### src/rtl/ofdm_pkg.sv
// Shared types and default constants for the OFDM transmit chain.
package ofdm_pkg;

  typedef enum logic [1:0] {
    IDLE,
    FILL,
    EMIT_CP,
    EMIT_SYM
  } cp_state_t;

  localparam int FFT_DATA_W  = 16;
  localparam int FFT_N_LOG2  = 6;
  localparam int OFDM_CP_LEN = 16;

endpackage

### src/rtl/fft_cp_inserter_if.sv
// Complex-sample stream with sop/eop framing and valid/ready handshake.
interface fft_cp_inserter_if #(
  parameter int DATA_W = 16
);
  logic              valid;
  logic              ready;
  logic              sop;
  logic              eop;
  logic [1:0]        error;
  logic [DATA_W-1:0] re;
  logic [DATA_W-1:0] im;

  modport master (output valid, sop, eop, error, re, im, input ready);
  modport slave  (input valid, sop, eop, error, re, im, output ready);
endinterface

### src/rtl/sdp_ram.sv
// Simple dual-port RAM: one write port, one registered read port with enable.
module sdp_ram #(
  parameter int DEPTH_LOG2 = 6,
  parameter int WIDTH      = 32
) (
  input  logic                  clk,
  input  logic                  wr_en,
  input  logic [DEPTH_LOG2-1:0] wr_addr,
  input  logic [WIDTH-1:0]      wr_data,
  input  logic                  rd_en,
  input  logic [DEPTH_LOG2-1:0] rd_addr,
  output logic [WIDTH-1:0]      rd_data
);

  logic [WIDTH-1:0] mem [2**DEPTH_LOG2];

  always_ff @(posedge clk) begin
    if (wr_en) mem[wr_addr] <= wr_data;
  end

  // read data holds while rd_en is low so a stalled output can be reloaded later
  always_ff @(posedge clk) begin
    if (rd_en) rd_data <= mem[rd_addr];
  end

endmodule

### src/rtl/fft_cp_inserter.sv
// Buffers one IFFT frame and re-emits it as an OFDM symbol with cyclic prefix.
module fft_cp_inserter
  import ofdm_pkg::*;
#(
  parameter int DATA_W = FFT_DATA_W,
  parameter int N_LOG2 = FFT_N_LOG2,
  parameter int CP_LEN = OFDM_CP_LEN
) (
  input  logic                clk,
  input  logic                reset_n,
  fft_cp_inserter_if.slave    in_s,
  fft_cp_inserter_if.master   out_m,
  output logic                frame_err,
  output logic                busy
);

  localparam logic [N_LOG2-1:0] LAST     = '1;
  localparam logic [N_LOG2-1:0] CP_START = N_LOG2'((2**N_LOG2) - CP_LEN);

  cp_state_t           state, state_nx;
  logic [N_LOG2-1:0]   wr_cnt, wr_cnt_nx, rd_cnt, rd_cnt_nx, wr_addr;
  logic                rd_done, rd_done_nx, drop, wr_en;
  logic                accept, issue, load_out, out_xfer;
  logic                rd_vld, rd_sop, rd_eop;
  logic [2*DATA_W-1:0] rd_data;

  assign in_s.ready  = (state == IDLE) || (state == FILL);
  assign busy        = (state != IDLE);
  assign out_m.error = '0;
  assign accept      = in_s.valid & in_s.ready;
  assign out_xfer    = out_m.valid & out_m.ready;
  assign load_out    = rd_vld & (!out_m.valid | out_m.ready);
  // prefetch: issue a read whenever the RAM output stage is empty or being drained
  assign issue       = ((state == EMIT_CP) || (state == EMIT_SYM && !rd_done)) &&
                       (!rd_vld || load_out);

  always_ff @(posedge clk) begin
    if (!reset_n) begin
      state     <= IDLE;
      wr_cnt    <= '0;
      rd_cnt    <= '0;
      rd_done   <= 1'b0;
      frame_err <= 1'b0;
    end else begin
      state     <= state_nx;
      wr_cnt    <= wr_cnt_nx;
      rd_cnt    <= rd_cnt_nx;
      rd_done   <= rd_done_nx;
      frame_err <= drop;
    end
  end

  always_comb begin
    state_nx   = state;
    wr_cnt_nx  = wr_cnt;
    rd_cnt_nx  = rd_cnt;
    rd_done_nx = rd_done;
    drop       = 1'b0;
    wr_en      = 1'b0;
    wr_addr    = wr_cnt;
    case (state)
      IDLE: begin
        if (accept && in_s.sop) begin
          if (in_s.error != 2'b00 || in_s.eop) begin
            drop = 1'b1;
          end else begin
            wr_en     = 1'b1;
            wr_addr   = '0;
            wr_cnt_nx = N_LOG2'(1);
            state_nx  = FILL;
          end
        end
      end
      FILL: begin
        if (accept) begin
          if (in_s.error != 2'b00 || (in_s.sop && in_s.eop)) begin
            drop      = 1'b1;
            state_nx  = IDLE;
            wr_cnt_nx = '0;
          end else if (in_s.sop) begin
            drop      = 1'b1;
            wr_en     = 1'b1;
            wr_addr   = '0;
            wr_cnt_nx = N_LOG2'(1);
          end else if (in_s.eop && wr_cnt == LAST) begin
            wr_en     = 1'b1;
            state_nx  = EMIT_CP;
            rd_cnt_nx = CP_START;
          end else if (in_s.eop || wr_cnt == LAST) begin
            drop      = 1'b1;
            state_nx  = IDLE;
            wr_cnt_nx = '0;
          end else begin
            wr_en     = 1'b1;
            wr_cnt_nx = wr_cnt + 1'b1;
          end
        end
      end
      EMIT_CP: begin
        if (issue) begin
          rd_cnt_nx = rd_cnt + 1'b1;
          if (rd_cnt == LAST) state_nx = EMIT_SYM;
        end
      end
      EMIT_SYM: begin
        if (issue) begin
          rd_cnt_nx = rd_cnt + 1'b1;
          if (rd_cnt == LAST) rd_done_nx = 1'b1;
        end
        // input stays closed until the final sample has actually left
        if (out_xfer && out_m.eop) begin
          state_nx   = IDLE;
          wr_cnt_nx  = '0;
          rd_done_nx = 1'b0;
        end
      end
      default: state_nx = IDLE;
    endcase
  end

  sdp_ram #(
    .DEPTH_LOG2 (N_LOG2),
    .WIDTH      (2*DATA_W)
  ) u_buf (
    .clk     (clk),
    .wr_en   (wr_en),
    .wr_addr (wr_addr),
    .wr_data ({in_s.re, in_s.im}),
    .rd_en   (issue),
    .rd_addr (rd_cnt),
    .rd_data (rd_data)
  );

  always_ff @(posedge clk) begin
    if (!reset_n) begin
      rd_vld <= 1'b0;
      rd_sop <= 1'b0;
      rd_eop <= 1'b0;
    end else if (issue) begin
      rd_vld <= 1'b1;
      rd_sop <= (state == EMIT_CP) && (rd_cnt == CP_START);
      rd_eop <= (state == EMIT_SYM) && (rd_cnt == LAST);
    end else if (load_out) begin
      rd_vld <= 1'b0;
    end
  end

  always_ff @(posedge clk) begin
    if (!reset_n) begin
      out_m.valid <= 1'b0;
      out_m.sop   <= 1'b0;
      out_m.eop   <= 1'b0;
      out_m.re    <= '0;
      out_m.im    <= '0;
    end else if (load_out) begin
      out_m.valid <= 1'b1;
      out_m.sop   <= rd_sop;
      out_m.eop   <= rd_eop;
      {out_m.re, out_m.im} <= rd_data;
    end else if (out_m.ready) begin
      out_m.valid <= 1'b0;
    end
  end

endmodule

### src/flat_wrapper.sv
// flat-port wrapper written by rule: the top's interface ports become plain ports
module fft_cp_inserter_flat import ofdm_pkg::*;
#(
  parameter int DATA_W = FFT_DATA_W,
  parameter int N_LOG2 = FFT_N_LOG2,
  parameter int CP_LEN = OFDM_CP_LEN
)
  (clk, reset_n, frame_err, busy, in_s_valid, in_s_sop, in_s_eop, in_s_error, in_s_re, in_s_im, in_s_ready, out_m_valid, out_m_sop, out_m_eop, out_m_error, out_m_re, out_m_im, out_m_ready);
  fft_cp_inserter_if #(.DATA_W(DATA_W)) in_s_i ();
  fft_cp_inserter_if #(.DATA_W(DATA_W)) out_m_i ();
  input  logic clk;
  input  logic reset_n;
  output logic frame_err;
  output logic busy;
  input wire logic [$bits(in_s_i.valid)-1:0] in_s_valid;
  input wire logic [$bits(in_s_i.sop)-1:0] in_s_sop;
  input wire logic [$bits(in_s_i.eop)-1:0] in_s_eop;
  input wire logic [$bits(in_s_i.error)-1:0] in_s_error;
  input wire logic [$bits(in_s_i.re)-1:0] in_s_re;
  input wire logic [$bits(in_s_i.im)-1:0] in_s_im;
  output wire logic [$bits(in_s_i.ready)-1:0] in_s_ready;
  output wire logic [$bits(out_m_i.valid)-1:0] out_m_valid;
  output wire logic [$bits(out_m_i.sop)-1:0] out_m_sop;
  output wire logic [$bits(out_m_i.eop)-1:0] out_m_eop;
  output wire logic [$bits(out_m_i.error)-1:0] out_m_error;
  output wire logic [$bits(out_m_i.re)-1:0] out_m_re;
  output wire logic [$bits(out_m_i.im)-1:0] out_m_im;
  input wire logic [$bits(out_m_i.ready)-1:0] out_m_ready;
  assign in_s_i.valid = in_s_valid;
  assign in_s_i.sop = in_s_sop;
  assign in_s_i.eop = in_s_eop;
  assign in_s_i.error = in_s_error;
  assign in_s_i.re = in_s_re;
  assign in_s_i.im = in_s_im;
  assign in_s_ready = in_s_i.ready;
  assign out_m_valid = out_m_i.valid;
  assign out_m_sop = out_m_i.sop;
  assign out_m_eop = out_m_i.eop;
  assign out_m_error = out_m_i.error;
  assign out_m_re = out_m_i.re;
  assign out_m_im = out_m_i.im;
  assign out_m_i.ready = out_m_ready;
  fft_cp_inserter #(.DATA_W(DATA_W), .N_LOG2(N_LOG2), .CP_LEN(CP_LEN)) u_core (.clk(clk), .reset_n(reset_n), .in_s(in_s_i), .out_m(out_m_i), .frame_err(frame_err), .busy(busy));
endmodule
### config.mk
export PLATFORM = sky130hd
export DESIGN_NAME = fft_cp_inserter_flat
export DESIGN_NICKNAME = d
export VERILOG_FILES = /design/src/rtl/ofdm_pkg.sv /design/src/rtl/fft_cp_inserter_if.sv /design/src/rtl/sdp_ram.sv /design/src/rtl/fft_cp_inserter.sv /design/src/flat_wrapper.sv
export SDC_FILE = /design/constraint.sdc
export NUM_CORES = 2
export LEC_CHECK = 0
export CAP_MARGIN = 30
export CORE_MARGIN = 10
export CORE_UTILIZATION = 39
export DETAILED_ROUTE_END_ITERATION = 8
export PLACE_DENSITY = 0.61
export SLEW_MARGIN = 25
export SYNTH_ARGS = -nofsm -noshare
export SYNTH_HDL_FRONTEND = slang
export SYNTH_HIERARCHICAL = 1
export SYNTH_SLANG_ARGS = --single-unit
### constraint.sdc
create_clock -name clk -period 6.78 [get_ports clk]
set_input_delay 1.695 -clock clk [delete_from_list [all_inputs] [get_ports clk]]
set_output_delay 1.695 -clock clk [all_outputs]
set_load 0.01 [all_outputs]
======== Yosys cells after proc, flatten, opt, wreduce, memory -nomap -nowiden ========
Memory sizes are Yosys's and may differ from the RTL's. A register that Yosys moved wholly into a read port is not among the register bits.
Cells that the tools add are included.
Widths: inputs -> output; s select.
storage, ports and cells
  memory bits (read-only) ................. 0
  bits in writable memories ............... 2,048
  input bits .............................. 40
  flip-flop bits (word level) ............. 54
  bits in latches ......................... 0
  memories ................................ 1
  word-level logic and storage cells ...... 127
  output and inout bits ................... 40
operators by class
  equal/unequal tests ..................... 19
  reductions and logical operators ........ 31
  shift-type cells ........................ 0
  mux-type cells .......................... 57
  bitwise gates (word level) .............. 4
  div/mod/pow operators ................... 0
  magnitude comparators ................... 0
  add/subtract/negate cells ............... 2
  multiply operators ...................... 0
memories
  name              words  width  rd ports  clocked after Yosys merged registers in  wr ports  line           text
  u_core.u_buf.mem  64     32     1         1                                        1         sdp_ram.sv:15  logic [WIDTH-1:0] mem [2**DEPTH_LOG2];
operator list
  operator             count
  $mux 6               18
  $pmux 6 s2           2
  $mux 1               23
  $mux 2               10
  $eq 6x6->1 const B   3
  $pmux 6 s3           1
  $ne 2x2->1 const B   7
  $reduce_bool 2->1    7
  $add 6x1->6 const B  2
  $reduce_and 6->1     2
  $logic_and 1x1->1    8
  $ne 4x4->1 const B   2
  $pmux 2 s4           1
  $reduce_and 8->1     1
  $logic_or 1x1->1     6
  $ne 2x1->1 const B   3
  $eq 2x2->1 const B   2
  $pmux 1 s2           2
  $and 1x1->1          3
  $logic_not 1->1      3
  $ne 3x3->1 const B   1
  $reduce_and 3->1     1
  $reduce_bool 3->1    1
  $eq 2x1->1 const B   1
  3 further kinds      3

======== Logic depth before layout (Yosys ltp) ========
  word-level depth ........................ 10
  depth in mapped cells ................... 10
  mapped depth without buffers ............ 10

======== Modules after synthesis ========
The synthesis kept the hierarchy.
modules (own cells, without submodules)
  module           area each (um^2)  instances  sequential area each (um^2)  cells an instance
  sdp_ram          78,835.6          1          62,459.9                     3,324
  fft_cp_inserter  2,476.1           1          1,081.0                      318

======== Worst setup path after synthesis ========
OpenSTA, ideal clock, no wires.
  kind .................................... input to register
  start point ............................. input port in_s_valid
  end point ............................... memory u_core.u_buf.mem[49][0], enable pin
  required time ........................... 6.319 ns
  setup time .............................. 0.461 ns
  stages .................................. 6
  buffers on the path ..................... 0
  setup slack ............................. 1.313 ns
  arrival ................................. 5.006 ns
  cells stage by stage .................... nor2b_1 -> nand4_1 -> o22ai_1 -> nor2b_1 -> nand4_1 -> nor3_1
between the ends
  word-level cells in the longest chain between the ends .. 6
  elaborated cells on any way between the ends .. 10
  classes of those cells .................. 8 x mux; 1 x bitwise; 1 x reduce/logical
RTL lines
  what                              line                   text
  start: declaration                flat_wrapper.sv:15     input wire logic [$bits(in_s_i.valid)-1:0] in_s_valid;
  $and 1x1->1 (*)                   fft_cp_inserter.sv:30  assign accept = in_s.valid & in_s.ready;
  $logic_and 1x1->1                 fft_cp_inserter.sv:63  if (accept && in_s.sop) begin
  $mux 1                            fft_cp_inserter.sv:63
  $pmux 1 s2 (*)                    fft_cp_inserter.sv:61  case (state)
  named net u_core.wr_en            fft_cp_inserter.sv:22  logic rd_done, rd_done_nx, drop, wr_en;
  $mux 1 (*)                        sdp_ram.sv:18          if (wr_en) mem[wr_addr] <= wr_data;
  $mux 1 (implied by the code) (*)  sdp_ram.sv:18
  end: declaration                  sdp_ram.sv:15
Mark *: on every way through the listed nets, which the timed path passes. The rest lies on a longest branch.

======== Worst setup path in the final report ========
  start point ............................. input port in_s_valid
  end point ............................... memory u_core.u_buf.mem[6][16], enable pin
The elaborated chain is that of the path after synthesis.

==> flow_summary.ini <==
[placement]
dpl.hpwl_microns = 123300
place.gp.congestion = 0.8579
dp_cells = 6443
place_ws_ps = 1102
numPortBuffers = 77

[timing]
fmax_mhz = 199.6
slew_headroom = 0.2167
worst_slew_pin_slew_ps = 1175
min_period_ps = 5011
hold_viol = 0
fin_crit_sh = 0.7391
final_max_slew_viol_count = 0
rsz0062_at_grt = no
finClkSkew_ps = 22.40
finalSetupViolations = 0
setup_tns_ps = 0
fin_ws_ps = 1769

[routing]
drcViolationCount = 0
vias_per_cell = 5.694
drt_iter0_markers = 5140
routed_wl_microns = 208300
wl_per_cell_microns = 30.49
ant_nets = 0
first_pass_iters = 5
vias = 38890

[yosys]
synth_warnings = 6
synth_area_per_cell_sq_um = 22.33
syn-instance-count = 3642
ys_seq_area_frac = 0.7814
synth_flop_cell = edfxtp_1
synth-seq-cells = 2134
synth_cell_types = 59
synth_area_sq_mm = 0.08131
synth_edf_count = 2080
synthArstFlopShare = 0

[global_route]
grt_pass1_wl_microns = 294900
grt_overflow = 0
antenna_found_initial = 11
grt_pass1_vias = 38070
grt_max_degree = 118
grtUsageTotal = 0.1792

[clock_network]
clk-insertion-delay-late_ps = 830
clock-sinks = 2134
clkTransAtPathRegs_ps = 60
ctsHoldBuffers = 0
cts_buffer_depth = 3
cts_resized = 0
numCtsBuffers = 201
post_cts_buffers = 0
clock-root-buffer = clkbuf_16
htreeDepth = 4
cts_tree = built

[power_and_ir_drop]
combPwrFrac = 0.014
seqPwrFrac = 0.563
p_sw_frac = 0.1965
p_leak_nw = 27.27
ir_drop_v = 0.0002070
clkPwrFrac = 0.424
p_int_mw = 20.66
p_switching_mw = 5.052
powerDensity_mw_per_mm2 = 277.1

[setup_path]
cp-end-kind = flip-flop
max_stage_delay_ps = 570
crit_buf_inv = 4
critPathSlowestCell = nor2_4
timing_worst_setup_path_type = in2reg
path_max_fanout = 20
path_cells = clkdlybuf4s50_1 > nor2b_1 > nand4_1 > o22ai_1 > buf_4 > nor2b_1 > nand3_1 > buf_12 > nor2_4 > buf_4
crit_required_ps = 7290
worstPathArrival_ps = 5520
crit_path_start_kind = input pin
critPathTopFamily = simple AND/OR/NAND/NOR gates

[final_layout]
area_growth_pct = 14.14
final_common_cell = edfxtp_1
finalNonFillerCells = 6831
utilization = 0.4478
layout_common_cells = edfxtp_1 (2080), mux4_2 (544), clkbuf_16 (206), buf_4 (123), a21oi_1 (111)
drive_above_1_share = 0.2672
num-fill-cells = 17300
nets = 3906

[die]
dieHeight_microns = 476.6
dieArea_sq_mm = 0.2272
start_util = 0.3923
core_area_sq_mm = 0.2073
io_pins = 80
fp-row-count = 167
dieWidth_microns = 476.6

[status]
status = completed

[worst_hold_path]
hold_class = reg2reg

[run]
cap_violations = 0
[worst register-to-register path: cells and delay by family, from the launching register on]
family,cells,cell delay [ps]
DFF,1,820
and+or+nand+nor,1,180
muxes,1,620
AOI/OAI and AO/OA,3,1580
buffers and inverters,1,700
[cell families after synthesis]
group                      synth area share
muxes                                0.1621
adders and majority gates         0.0007694
other                            0.00004612
and+or+nand+nor                     0.02027
DFF                                  0.7814
AOI/OAI and AO/OA                   0.02259
buffers and inverters               0.01276
[cells in the mapped netlist (8+ instances only)]
| cell | number | area (sq um) |
|---|---|---|
| a21oi_1 | 111 | 555.5 |
| nand2_1 | 107 | 401.6 |
| a311oi_1 | 9 | 78.83 |
| nor2b_1 | 20 | 125.1 |
| mux2i_1 | 93 | 930.9 |
| buf_2 | 61 | 305.3 |
| o221ai_1 | 27 | 236.5 |
| o21ai_0 | 9 | 45.04 |
| inv_1 | 12 | 45.04 |
| dfxtp_1 | 54 | 1081 |
| nand4_1 | 8 | 50.05 |
| edfxtp_1 | 2080 | 62460 |
| nor2_1 | 142 | 533.0 |
| nand3_1 | 16 | 80.08 |
| mux4_2 | 544 | 12250 |
| a22oi_1 | 12 | 90.09 |
| clkbuf_1 | 86 | 322.8 |
| buf_1 | 23 | 86.33 |
| buf_4 | 28 | 210.2 |
| o22ai_1 | 90 | 563.0 |
| nand2b_1 | 13 | 81.33 |
[per-stage QoR]
step,area [sq um],hold WS [ps],total power [mW]
floorplan,81320,432.1,14.79
global placement,86370,444.5,15.09
detailed placement,86370,446.6,15.11
CTS,92710,454.9,25.91
global route,92780,474.7,26.45
finish,92810,452.9,25.72
[sequential cells by signal (all words and copies together) (netlist names), named ones only]
name and flops:
u_core/wr_cnt 6, u_core/u_buf/rd_data 32, u_core/out_m.im 16, u_core/out_m.valid 1, u_core/rd_vld 1, u_core/rd_done 1, u_core/rd_sop 1, u_core/rd_cnt 6
u_core/u_buf/mem 2048, u_core/out_m.eop 1, u_core/state 1, u_core/rd_eop 1, u_core/frame_err 1, u_core/out_m.sop 1, u_core/out_m.re 16
[power groups by stage]
stage / clock network, mW / registers (mW) / logic, mW
finish: 10.9 / 14.5 / 0.356
global route: 11.6 / 14.5 / 0.375
CTS: 11.1 / 14.5 / 0.357
detailed placement: 0 / 14.7 / 0.358
global placement: 0 / 14.7 / 0.346
floorplan: 0 / 14.7 / 0.0378
[final cells by class]
type                       instances  area (sq um)  area share
clock inverter                   114         948.4     0.01022
tap                             2788          3488     0.03759
sequential                      2134         63560      0.6848
multi-input combinational       1293         17230      0.1856
antenna                           13         32.53   0.0003505
clock buffer                     258          5390     0.05808
timing repair buffer             219          2120     0.02284
inverter                          12         45.04   0.0004853
[per-layer routing]
layer | wire length [microns] | global-route usage
met5 | 32 | 0
met4 | 6639 | 0.05628
met3 | 17590 | 0.03259
met2 | 98270 | 0.2782
met1 | 85770 | 0.2579
[worst paths after layout]
| check | start | endpoint | slack [ps] | cells past startpoint |
|---|---|---|---|---|
| max | in_s_valid | u_core/u_buf/mem[6][16]$_DFFE_PP_ | 1770 | 10 |
| min | u_core/out_m.re[4]$_SDFFE_PN0P_ | u_core/out_m.re[4]$_SDFFE_PN0P_ | 450 | 2 |
| max reg2reg | u_core/rd_cnt[1]$_SDFFE_PN0P_ | u_core/u_buf/rd_data[29]$_DFFE_PP_ | 2570 | 6 |
| min reg2reg | u_core/out_m.re[4]$_SDFFE_PN0P_ | u_core/out_m.re[4]$_SDFFE_PN0P_ | 450 | 2 |
Power figures use the tool's default switching activity.
